## src/rtl/pc_seq_pkg.sv

```systemverilog
// Shared widths and enums for the fetch-address sequencer.
package pc_seq_pkg;

  localparam int unsigned PC_W  = 12;
  localparam int unsigned IMM_W = 17;
  localparam int unsigned TGT_W = 27;

  typedef enum logic [1:0] {
    RK_NONE,
    RK_BR,
    RK_J,
    RK_JR
  } redir_kind_t;

  typedef enum logic {
    S_IDLE,
    S_HELD
  } state_t;

endpackage

```

## src/rtl/pc_target_gen.sv

```systemverilog
// Computes the redirect target for the selected redirect kind.
module pc_target_gen
  import pc_seq_pkg::*;
(
  input  redir_kind_t        kind,
  input  logic [PC_W-1:0]    br_pc,
  input  logic [IMM_W-1:0]   br_imm,
  input  logic [TGT_W-1:0]   jump_tgt,
  input  logic [31:0]        jr_data,
  output logic [PC_W-1:0]    target
);

  // Sign-extend then truncate: only the low PC_W bits of the offset matter mod 2^PC_W.
  logic [PC_W-1:0] br_off;
  assign br_off = PC_W'($signed(br_imm));

  always_comb begin
    target = '0;
    case (kind)
      RK_BR:   target = br_pc + PC_W'(1) + br_off;
      RK_J:    target = PC_W'(jump_tgt);
      RK_JR:   target = PC_W'(jr_data);
      default: target = '0;
    endcase
  end

endmodule

```

## src/rtl/pc_sequencer.sv

```systemverilog
// Fetch PC register with prioritised redirects, one-deep stalled-redirect buffer,
// F/D flush and a saturating redirect counter.
module pc_sequencer
  import pc_seq_pkg::*;
#(
  parameter int unsigned CNT_W = 16
) (
  input  logic              clock,
  input  logic              reset_n,
  input  logic              stall,
  input  logic              br_taken,
  input  logic [PC_W-1:0]   br_pc,
  input  logic [IMM_W-1:0]  br_imm,
  input  logic              jump,
  input  logic [TGT_W-1:0]  jump_tgt,
  input  logic              jr,
  input  logic [31:0]       jr_data,
  output logic [PC_W-1:0]   pc,
  output logic [PC_W-1:0]   pc_plus1,
  output logic              flush,
  output logic              pending,
  output logic [CNT_W-1:0]  redirect_cnt
);

  state_t          state, state_nx;
  redir_kind_t     kind;
  logic            req;
  logic            apply;
  logic [PC_W-1:0] target;
  logic [PC_W-1:0] pend_tgt, pend_nx, pc_nx;

  // Priority: jr > jump > branch
  always_comb begin
    kind = RK_NONE;
    if (jr)            kind = RK_JR;
    else if (jump)     kind = RK_J;
    else if (br_taken) kind = RK_BR;
  end

  assign req = (kind != RK_NONE);

  pc_target_gen u_tgt (
    .kind     (kind),
    .br_pc    (br_pc),
    .br_imm   (br_imm),
    .jump_tgt (jump_tgt),
    .jr_data  (jr_data),
    .target   (target)
  );

  always_ff @(posedge clock) begin
    if (!reset_n) begin
      state        <= S_IDLE;
      pc           <= '0;
      pend_tgt     <= '0;
      redirect_cnt <= '0;
    end else begin
      state    <= state_nx;
      pc       <= pc_nx;
      pend_tgt <= pend_nx;
      if (apply && (redirect_cnt != {CNT_W{1'b1}}))
        redirect_cnt <= redirect_cnt + CNT_W'(1);
    end
  end

  // A held redirect is older than anything arriving now, so new requests are dropped in HELD.
  always_comb begin
    state_nx = state;
    pc_nx    = pc;
    pend_nx  = pend_tgt;
    apply    = 1'b0;
    case (state)
      S_IDLE: begin
        if (!stall) begin
          if (req) begin
            apply = 1'b1;
            pc_nx = target;
          end else begin
            pc_nx = pc + PC_W'(1);
          end
        end else if (req) begin
          pend_nx  = target;
          state_nx = S_HELD;
        end
      end
      S_HELD: begin
        if (!stall) begin
          apply    = 1'b1;
          pc_nx    = pend_tgt;
          state_nx = S_IDLE;
        end
      end
      default: state_nx = S_IDLE;
    endcase
  end

  assign pending  = (state == S_HELD);
  assign flush    = reset_n & apply;
  assign pc_plus1 = reset_n ? (pc + PC_W'(1)) : PC_W'(1);

endmodule

```

## config.mk

```make
export PLATFORM = sky130hd
export DESIGN_NAME = pc_sequencer
export DESIGN_NICKNAME = d
export VERILOG_FILES = /design/src/rtl/pc_seq_pkg.sv /design/src/rtl/pc_target_gen.sv /design/src/rtl/pc_sequencer.sv
export SDC_FILE = /design/constraint.sdc
export NUM_CORES = 1
export LEC_CHECK = 0
export ABC_AREA = 1
export BUFFER_PORTS_ARGS = -buffer_cell sky130_fd_sc_hd__buf_4
export CAP_MARGIN = 20
export CORE_MARGIN = 1.5
export CORE_UTILIZATION = 33
export DETAILED_ROUTE_END_ITERATION = 12
export PLACE_DENSITY = 0.67
export SETUP_SLACK_MARGIN = 0.5
export SYNTH_ARGS = -nofsm -noshare
export SYNTH_HDL_FRONTEND = slang
export SYNTH_SLANG_ARGS = --single-unit
```

## constraint.sdc

```tcl
create_clock -name clock -period 2.5 [get_ports clock]
set_clock_uncertainty 0.1 [all_clocks]
set_input_delay 0.375 -clock clock [delete_from_list [all_inputs] [get_ports clock]]
set_output_delay 0.375 -clock clock [all_outputs]
set_load 0.03 [all_outputs]
```

# --- After elaboration in Yosys (flattened, before gate mapping) ---
# Cells that the tools add are included.
totals:
  reg_bits: 41
  out_inout_bits: 42
  wordCells: 36
op_classes:
  add_sub_neg: 4
  eq_ne: 6
  mux: 16
  n_bitwise: 2
  n_reduce_logical: 4
ops:
  columns: ["operator", "n"]
  rows:
  - ["2-to-1 mux 12 bit", 4]
  - ["one-hot mux 12 bit (3 select lines)", 1]
  - ["adder 12 x 1 -> 12 bit, second input constant", 2]
  - ["one-hot mux 12 bit (2 select lines)", 1]
  - ["adder 16 x 1 -> 16 bit, second input constant", 1]
  - ["inequality test 16 bit, second input constant", 1]
  - ["adder 12 bit", 1]
  - ["2-to-1 mux 1 bit", 6]
  - ["== test 2 bit, second input constant", 2]
  - ["2-to-1 mux 2 bit", 2]
  - ["inequality test 2 bit, second input constant", 2]
  - ["one-hot mux 1 bit (2 select lines)", 2]
  - ["AND reduction 3 bit", 1]
  - ["== test 2 x 1 -> 1 bit, second input constant", 1]
  - ["AND reduction 2 bit", 1]
  - ["nonzero test 2 bit", 1]
  - ["AND 1 bit", 1]
  - ["logical AND 1 bit", 1]
  - ["inverter 1 bit", 1]

# --- Logic depth before layout (Yosys ltp) ---
# Gate-level depths: netlist (run 1).
logic_depth:
  word_depth: 8
  depth_mapped: 13

# --- Hierarchy ---
# A second synthesis (run 1) with hierarchy kept.
unflattened:
  hier_cells: 559
  area_unflattened_um2: 3387.0
modules_own_cells:
  columns: ["mod", "n_inst", "cells_each", "area_each_um2", "seq_area_each_um2"]
  rows:
  - ["pc_sequencer", 1, 382, 2469.9, 820.8]
  - ["pc_target_gen", 1, 177, 917.1, 0.0]

# --- Least setup slack after synthesis (run 1) ---
# No wires, ideal clock.
synth_timing:
  kind: "register to output"
  start: "register pc[0]"
  end: "output port pc_plus1[8]"
  t_arrival_ns: 1.837
  t_required_ns: 2.025
  slack_ns: 0.188
  stages_incl_launch_ff: 8
  n_path_buf: 0
  cell_sequence: "dfxtp_1 -> ha_1 -> nand2_1 -> nor3_2 -> nand2_1 -> xnor2_1 -> inv_1 -> nor2_1"
synth_between:
  elab_chain_len: 2
synth_lines:
  columns: ["item", "line", "source"]
  rows:
  - ["start, declared", "pc_sequencer.sv:18", "output logic [PC_W-1:0] pc,"]
  - ["start signal, assigned", "pc_sequencer.sv:59", "pc <= pc_nx;"]
  - ["adder 12 x 1 -> 12 bit", "pc_sequencer.sv:99", "assign pc_plus1 = reset_n ? (pc + PC_W'(1)) : PC_W'(1);"]
  - ["2-to-1 mux 12 bit", "pc_sequencer.sv:99", null]
  - ["end, declared", "pc_sequencer.sv:19", "output logic [PC_W-1:0] pc_plus1,"]
# Every way passes these cells.

# --- Worst setup path in the final report (run 1) ---
# Ends and elaborated chain as after synthesis.

==> metrics.cfg, run 1 <==
[clock_network]
ctsHtreeMaxLevel = 2
cts_tree = yes
cts_root_buffer = clkbuf_8
cts_buffer_depth = 2
clock_sinks = 41
clk_pin_slew_ns = 0.08
clock_latency_ns = 0.29
cts_buffers = 5
ctsHoldBuffers = 0

[drt]
routedWlPerCell_um = 12.9
drt_iter0_markers = 147
drtAntennaViolNets = 0
drc = 0
wl_um = 9140
via_count = 3571
drt_pass1_iterations = 5
via_per_inst = 5.02

[cells_and_area]
layout-drive-gt1-share_pct = 27.5
regArea_um2 = 847
n_antenna_cell = 0
multi_input_area_um2 = 2020
finalNetCount = 708
finalInstanceArea_um2 = 4220
nFillCells = 947
instances_no_fill = 711
syn2layout_area_growth_pct = 36.7

[min_path]
hp-class = in2reg
holdPathStages = 3

[global_routing]
grt_pass1_wl_um = 15000
antenna_found_initial = 0
grt_pass1_vias = 3265
grt_overflow = 0
grt_start_max_net_pins = 30
grt_use_total_pct = 18.4

[timing]
fin_ws_ns = 0.339
fin_crit_sh_pct = 86.5
relSlewSlack_pct = 70.9
drv_slew = 0
finalSetupViolations = 0
max_clock_freq_mhz = 463
tightest_slew_ns = 0.433
rsz0062_at_grt = yes
finalHoldViolations = 0
holdWs_ns = 0.314
tns_ns = 0
period_minus_slack_ns = 2.16

[floorplan]
rows = 35
io-pin-count = 136
die-area_um2 = 9940
die_height_um = 99.7
die_w_um = 99.7
start_util_pct = 33.7
core-area_um2 = 9150

[worst_setup_path]
worstSetupPathType = reg2out
crit_path_end_kind = output port
slowest_stage = dfxtp_4
start_kind = flip-flop
crit_path_cell_trace = ha_4, nand2_4, nor3_4, nand2_2, xnor2_2, inv_1, nor2_2, buf_6
critPathMaxFanout = 4
arrival_ns = 1.69
critPathTopFamily = simple AND/OR/NAND/NOR gates
max_stage_delay_ns = 0.37
crit_buf_inv = 2
r2r_cells = 10
cp.depth = 8
critPathRequiredTime_ns = 2.03

[placement]
dp.cells = 694
hpwlAfterDp_um = 7100
dpl_cell_area_um2 = 3920
post-place-ws_ns = 0.245
place.gp.congestion = 0.966
portBuffers = 95

[logic_synthesis]
synth_seq_cells = 41
netlist.area_leader.share_pct = 26.6
yosysSeqAreaShare_pct = 26.6
yosysWarnings = 0
synth_cell_types = 39
synthTopCellsByArea = dfxtp_1 27%, nand2_1 15%, inv_1 7.9%
synth_area_um2 = 3090
syn_nets = 606
avgSynthCellArea_um2 = 6.20
synthCells = 498
yosysTopAreaCell = dfxtp_1

[job]
maxCapViolCount = 0

[pwr]
leakage_uw = 0.00205
power_density_nw_per_um2 = 413
ir_worst_vdd_mv = 0.284

[outcome]
run_status = finished clean

[path summary, 6_finish.rpt]
path	slack, ns	endpoint	from
max	0.34	pc_plus1[8]	pc[0]
min	0.31	redirect_cnt[11]	reset_n
max reg2reg	0.66	redirect_cnt[11]	redirect_cnt[1]
min reg2reg	0.37	pend_tgt[1]	pend_tgt[1]
[worst min-delay path: stages]
cell and delay (ns):
buf_6 0.17, nand2_1 0.09, nor2_1 0.03
[cells in the mapped netlist (all sizes together)]
master and number:
nand4 9, o21bai 1, or2 2, nor2 59
xor2 9, nand3 41, ha 13, xnor2 4
nor3 9, nand2 121, a22o 6, a21oi 41
a31oi 1, clkinv 1, o211ai 7, o221ai 2
dfxtp 41, buf 5, o21ai 36, a211oi 2
fa 1, nand3b 2, nor4 3, inv 74
clkbuf 8
[cells by family (layout without fill, tap and decap cells)]
kind of cell / count (synthesis) / after routing / share of synthesized area (%)
and+or+nand+nor: 246 / 246 / 35.3
DFF: 41 / 41 / 26.6
buffers and inverters: 88 / 190 / 10.9
xor gates and xnor gates: 13 / 13 / 3.69
AOI/OAI and AO/OA: 96 / 96 / 17.5
adders and majority gates: 14 / 14 / 5.92
[stage by stage]
step	util (%)	total power [µW]
floorplan	-	1080
global route	46.1	1850
CTS	45.3	1740
global placement	42.9	1270
finish	46.1	1740
detailed placement	42.9	1280
[per-layer routing]
layer	track usage, %	up-vias	routed length, µm
met2	30.6	101	4260
met5	0	-	0
met3	2.67	6	434
li1	-	1828	-
met1	25.5	1636	4380
met4	3.36	0	70
[cell type report]
class / count / share of cell area [%]
multi-input cells: 369 / 47.9
flip-flops and latches: 41 / 20.1
clock buffers: 7 / 2.05
inverters: 75 / 6.91
well taps: 111 / 3.29
repair buffers: 108 / 19.7
[state kept, by name, summed over array words and instances (netlist names)]
signal	count
pc	12
pend_tgt	12
pending	1
redirect_cnt	16
[power breakdown]
part           internal, µW  switching, µW
Clock                   219            224
Combinational           235            333
Sequential              691           41.1
[what timing repair did]
action / in CTS / in global routing
gates resized for setup: 27 / 14
buffers inserted: 7 / 3
pin swaps: 6 / 7
endpoints found under the setup margin: 9 / 17
[placed cells by master (no fill, tap or decap), drive strengths merged, types with 2 or more instances in the layout]
cell	instances
buf	108
a21oi	41
o211ai	7
nor4	3
dfxtp	41
a211oi	2
clkbuf	7
or2	2
nor3	9
o21ai	36
xor2	9
nor2	59
ha	13
clkinvlp	2
nand3	41
o221ai	2
nand2	121
a22o	6
xnor2	4
nand4	9
nand3b	2
inv	73
No activity file was read; power rests on OpenSTA's default activity.
==> inputs of run 2 (changes only) <==
--- a/config.mk
+++ b/config.mk
@@ -11,7 +11,7 @@
 export CORE_MARGIN = 1.5
 export CORE_UTILIZATION = 33
 export DETAILED_ROUTE_END_ITERATION = 12
-export PLACE_DENSITY = 0.67
+export PLACE_DENSITY_LB_ADDON = 0.08
 export SETUP_SLACK_MARGIN = 0.5
 export SYNTH_ARGS = -nofsm -noshare
 export SYNTH_HDL_FRONTEND = slang
==> run 2 against run 1 <==
- critical path depth is the same
- die area is the same
- via count shrank 1.6%
- fmax grew 0.76%
- sequential power is essentially flat
- register-to-register slack gained 0.02 ns
- global-route usage grew 0.47 points
- count of clock-buffer cells in the layout shrank 1
- largest power group unchanged
==> metrics.cfg, run 2 (synthesis results as in run 1) <==
[floorplan]
rows = 35
io-pin-count = 136
die_height_um = 99.7
die_w_um = 99.7
core-area_um2 = 9150
die-area_um2 = 9940
start_util_pct = 33.7

[cells_and_area]
instances_no_fill = 718
utilization_pct = 46.8
final_common_cell = nand2_1
syn2layout_area_growth_pct = 38.9
regArea_um2 = 847
layout_common_cells = 115 x nand2_1, 110 x buf_4, 62 x inv_1, 50 x nor2_1, 40 x a21oi_1
layout-drive-gt1-share_pct = 29.2
finalNetCount = 714
largest_register = redirect_cnt
n_antenna_cell = 0
nFillCells = 957
top_regs = redirect_cnt: 16 flops, pc: 12 flops, pend_tgt: 12 flops
multi_input_area_um2 = 2050
largest_reg_flops = 16

[pwr]
clkPwrFrac_pct = 26.4
power_density_nw_per_um2 = 415
leakage_uw = 0.00209
ir_worst_vdd_mv = 0.266
power.total_uw = 1780
p_int_uw = 1160
p_seq_share_pct = 41.0
p_switching_uw = 622
combPwrFrac_pct = 32.6
swShare_pct = 34.9

[worst_setup_path]
start_kind = flip-flop
worstSetupPathType = reg2out
critPathMaxFanout = 4
critPathRequiredTime_ns = 2.03
arrival_ns = 1.67
crit_path_end_kind = output port

[clock_network]
cts_buffer_depth = 2
cts_buffers = 5
clk_pin_slew_ns = 0.09
cts_tree = yes
ctsHtreeMaxLevel = 2
cts_root_buffer = clkbuf_8
ctsHoldBuffers = 0
clock_sinks = 41
clock_latency_ns = 0.29

[timing]
drv_slew = 0
fin_crit_sh_pct = 85.8
period_minus_slack_ns = 2.15
finalSetupViolations = 0
max_clock_freq_mhz = 466
tightest_slew_ns = 0.449
tns_ns = 0
finalHoldViolations = 0
rsz0062_at_grt = yes
relSlewSlack_pct = 69.9

[drt]
via_per_inst = 4.90
drt_pass1_iterations = 5
via_count = 3515
routedWlPerCell_um = 13.0
drt_iter0_markers = 112
drc = 0
wl_um = 9340
drtAntennaViolNets = 0

[global_routing]
grt_start_max_net_pins = 29
grt_pass1_vias = 3161
grt_overflow = 0
antenna_found_initial = 0
grt_pass1_wl_um = 15300
grt_use_total_pct = 18.8

[placement]
place.gp.congestion = 0.864
dp.cells = 698
portBuffers = 95
hpwlAfterDp_um = 7270

[job]
maxCapViolCount = 0

[min_path]
hp-class = in2reg

[outcome]
run_status = finished clean

==> run 2: cell count changes in the layout (fill, tap and decap cells not counted), moves of 2 or more <==
cell        change
buf_4           +8
buf_6           -2
clkinvlp_4      -2
inv_2           +2
nand3_1         -2
o21ai_0         -2
o21ai_1         +2
==> run 2: power groups by stage <==
stage	registers [µW]	clock network, µW	logic (µW)
floorplan	772	0	305
global placement	741	0	534
CTS	727	489	567
detailed placement	742	0	539
finish	730	470	580
global route	733	504	643
==> run 2: metal layers <==
metal  GRT usage, %  up-vias  routed length [µm]
li1               -     1841                   -
met5              0        -                   0
met3           2.74        5                 395
met1           27.6     1580                4780
met2           29.4       89                4080
met4           3.90        0                  76
==> run 2: final timing paths <==
check,start,slack [ns],cells after the start,to
hold / removal,jr_data[8],0.32,5,pend_tgt[8]
setup / recovery,pc[0],0.35,8,pc_plus1[6]
setup reg to reg,redirect_cnt[0],0.68,9,redirect_cnt[12]
hold reg to reg,pend_tgt[1],0.38,2,pend_tgt[1]
==> run 2: critical path, stage by stage (launching register included) <==
cell     delay, ns
dfxtp_4       0.38
ha_4          0.15
nand2_4       0.06
buf_4         0.14
inv_4         0.06
a31oi_1       0.06
or2_1         0.26
nor2_2        0.13
buf_6         0.13
==> run 2: area by class of cell <==
type                       count  share of cell area [%]
multi-input combinational    369                    47.8
inverter                      75                    6.62
tap                          111                    3.24
clock inverter                 2                   0.321
timing repair buffer         114                    20.3
clock buffer                   6                    1.93
sequential                    41                    19.8
==> run 2: repair_timing <==
| action | 4_1_cts | 5_1_grt |
|---|---|---|
| pin swaps | 7 | 8 |
| buffers inserted | 8 | 4 |
| gates resized for setup | 27 | 19 |
| endpoints found under the setup margin | 8 | 25 |
==> run 2: stage by stage <==
| step | area [µm²] | setup WS (ns) | hold slack, ns |
|---|---|---|---|
| after floorplan | 3100 | 0.463 | 0.339 |
| after global placement | 3950 | 0.235 | 0.358 |
| after detailed placement | 3950 | 0.186 | 0.360 |
| after CTS | 4200 | 0.363 | 0.330 |
| after global routing | 4290 | 0.264 | 0.350 |
| final | 4290 | 0.355 | 0.320 |
==> inputs of run 3 (changes only) <==
--- a/config.mk
+++ b/config.mk
@@ -5,13 +5,14 @@
 export SDC_FILE = /design/constraint.sdc
 export NUM_CORES = 1
 export LEC_CHECK = 0
-export ABC_AREA = 1
+export ABC_AREA = 0
 export BUFFER_PORTS_ARGS = -buffer_cell sky130_fd_sc_hd__buf_4
 export CAP_MARGIN = 20
 export CORE_MARGIN = 1.5
 export CORE_UTILIZATION = 33
 export DETAILED_ROUTE_END_ITERATION = 12
 export PLACE_DENSITY_LB_ADDON = 0.08
+export REMOVE_ABC_BUFFERS = 1
 export SETUP_SLACK_MARGIN = 0.5
 export SYNTH_ARGS = -nofsm -noshare
 export SYNTH_HDL_FRONTEND = slang
==> run 3 against run 2 <==
- flip-flop and latch count did not move
- worst hold slack better by 0.0096 ns
- power is 5.2% higher
- synthesized cell count decreased by 28%
- routed wire length fell by 10%
- global-route usage shrank 0.19 points
- sequential power fell by 0.7%
- via count shrank 16%
- die area decreased by 9.3%
- clock power grew 17%
- worst setup slack lost 0.064 ns
- largest cell class unchanged
- largest power group unchanged
==> metrics.cfg, run 3 <==
[timing]
drv_slew = 0
relSlewSlack_pct = 62.0
tns_ns = 0
finalHoldViolations = 0
period_minus_slack_ns = 2.21
tightest_slew_ns = 0.569
fin_ws_ns = 0.291
fin_crit_sh_pct = 88.4
max_clock_freq_mhz = 453
finalSetupViolations = 0
rsz0062_at_grt = yes

[logic_synthesis]
synth-edff-count = 0
synth_ff_type = dfxtp_1
yosysMostFrequentCell = nand2_1
yosysTopAreaCell = dfxtp_1
netlist.area_leader.share_pct = 29.4
synthCells = 357
yosysSeqAreaShare_pct = 29.4
synth_seq_cells = 41
yosysWarnings = 0
avgSynthCellArea_um2 = 7.82
synth_cell_types = 50
synth_area_um2 = 2790
synthTopCellsByArea = dfxtp_1 29%, xnor2_1 6.9%, and2_1 5.8%
synth_common_cells = 43 x nand2_1, 41 x dfxtp_1, 29 x a21oi_1, 26 x and2_1, 23 x o21ai_0
async_reset_ff_share_pct = 0

[pwr]
clkPwrFrac_pct = 29.3
power.total_uw = 1870
power_density_nw_per_um2 = 438
leakage_uw = 0.00183
p_int_uw = 1270
ir_worst_vdd_mv = 0.261
swShare_pct = 32.2
p_switching_uw = 604
combPwrFrac_pct = 32.0
p_seq_share_pct = 38.7

[cells_and_area]
final_common_cell = buf_4
largest_reg_flops = 16
layout_common_cells = 122 x buf_4, 39 x nand2_1, 28 x dfxtp_1, 26 x and2_1, 25 x a21oi_1
top_regs = redirect_cnt: 16 flops, pc: 12 flops, pend_tgt: 12 flops
finalInstanceArea_um2 = 4280
syn2layout_area_growth_pct = 53.2
finalNetCount = 587
n_antenna_cell = 0
instances_no_fill = 585
nFillCells = 812
largest_register = redirect_cnt
layout-drive-gt1-share_pct = 40.6

[global_routing]
grt_overflow = 0
grt_pass1_vias = 2714
grt_start_max_net_pins = 33
grt_pass1_wl_um = 13200
antenna_found_initial = 0
grt_use_total_pct = 18.6

[job]
maxCapViolCount = 0

[worst_setup_path]
regToRegSetupSlack_ns = 0.55
crit_path_end_kind = flip-flop
r2r-end = redirect_cnt[15]
arrival_ns = 2.30
worstSetupPathType = in2reg
start_kind = input pin
critPathMaxFanout = 3
r2r_cells = 8
r2r_start = redirect_cnt[0]
critPathRequiredTime_ns = 2.59

[floorplan]
die-area_um2 = 9020
rows = 33
io-pin-count = 136
die_height_um = 95.0
start_util_pct = 34.0
die_w_um = 95.0
core-area_um2 = 8220

[drt]
via_per_inst = 5.06
drt_pass1_iterations = 5
drc = 0
via_count = 2960
drt_iter0_markers = 172
routedWlPerCell_um = 14.3
drtAntennaViolNets = 0
wl_um = 8360

[clock_network]
cts_tree = yes
clock_latency_ns = 0.30
clock_sinks = 41
cts_root_buffer = clkbuf_8
cts_buffer_depth = 2
ctsHoldBuffers = 0
cts_buffers = 5
ctsHtreeMaxLevel = 2
clk_pin_slew_ns = 0.08

[outcome]
run_status = finished clean

[placement]
dpl_cell_area_um2 = 3700
dp.cells = 557
post-place-ws_ns = -0.266
portBuffers = 95
hpwlAfterDp_um = 6120
place.gp.congestion = 0.834

[min_path]
min_to = pc[0]
hp-class = in2reg
holdPathStages = 3
min_from = stall

==> run 3: cell count changes after synthesis, sizes merged, moves of 5 or more <==
cell	before	now
nand2	121	43
inv	74	13
nor2	59	19
nand3	41	7
and2	0	26
xnor2	4	22
a21oi	41	29
o21ai	36	24
nor2b	0	11
a221oi	0	7
clkbuf	8	13
o211ai	7	2
==> run 3: cells by family after synthesis <==
kind of cell | Yosys count | synth area share (%)
buffers and inverters | 28 | 3.85
AOI/OAI and AO/OA | 96 | 22.3
xor gates and xnor gates | 33 | 10.4
DFF | 41 | 29.4
and+or+nand+nor | 142 | 26.4
muxes | 3 | 1.12
adders and majority gates | 14 | 6.54
==> run 3: repair_timing <==
action                                  CTS  global route
pin swaps                                29            22
resized for setup                        49            32
setup buffers                             9            11
endpoints found under the setup margin   29            33
==> run 3: metal layers <==
metal | global-route usage, % | vias to the layer above | part of all wire [%]
met5 | 0 | - | 0
met4 | 4.10 | 0 | 0.93
met3 | 3.38 | 7 | 4.7
met2 | 29.0 | 71 | 46
met1 | 26.6 | 1358 | 49
li1 | - | 1524 | -
==> run 3: critical path, cell delays in order <==
cell	delay, ns
buf_6	0.10
inv_4	0.05
ha_4	0.12
inv_2	0.03
fa_2	0.35
a21o_1	0.20
a31o_2	0.22
a211oi_2	0.21
nor3_2	0.08
a221oi_2	0.20
buf_4	0.17
nand2_2	0.04
a22o_1	0.17
==> run 3: area by class of cell <==
| class | count | area, µm² | share of cell area [%] |
|---|---|---|---|
| multi-input cells | 288 | 2110 | 49.4 |
| repair buffers | 130 | 1010 | 23.5 |
| flip-flops and latches | 41 | 857 | 20.0 |
| well taps | 105 | 131 | 3.07 |
| clock buffers | 5 | 68.8 | 1.61 |
| inverters | 13 | 53.8 | 1.26 |
| clock inverters | 3 | 46.3 | 1.08 |
==> run 3: per-stage QoR <==
step                hold slack (ns)  utilization [%]
floorplan                     0.334                -
global placement              0.353             45.0
detailed placement            0.352             45.0
CTS                           0.322             49.4
global route                  0.355             52.0
finish                        0.330             52.0
==> run 3: power groups by stage <==
stage | sequential (µW) | combinational (µW) | clock, µW
after CTS | 722 | 569 | 565
after global routing | 730 | 651 | 594
after global placement | 739 | 514 | 0
after detailed placement | 739 | 518 | 0
after floorplan | 773 | 252 | 0
final | 725 | 599 | 549
==> run 3: how the worst max path moves through the flow <==
stage               slack, ns       from               end  cells after the start
detailed placement      -0.27   br_pc[0]      pend_tgt[10]                     13
CTS                      0.32  br_imm[0]      pend_tgt[10]                     13
floorplan               0.005    pending  redirect_cnt[14]                      6
finish                   0.29  br_imm[0]             pc[6]                     13
global placement        -0.29   br_pc[0]      pend_tgt[10]                     13
global route             0.22  br_imm[0]             pc[6]                     13
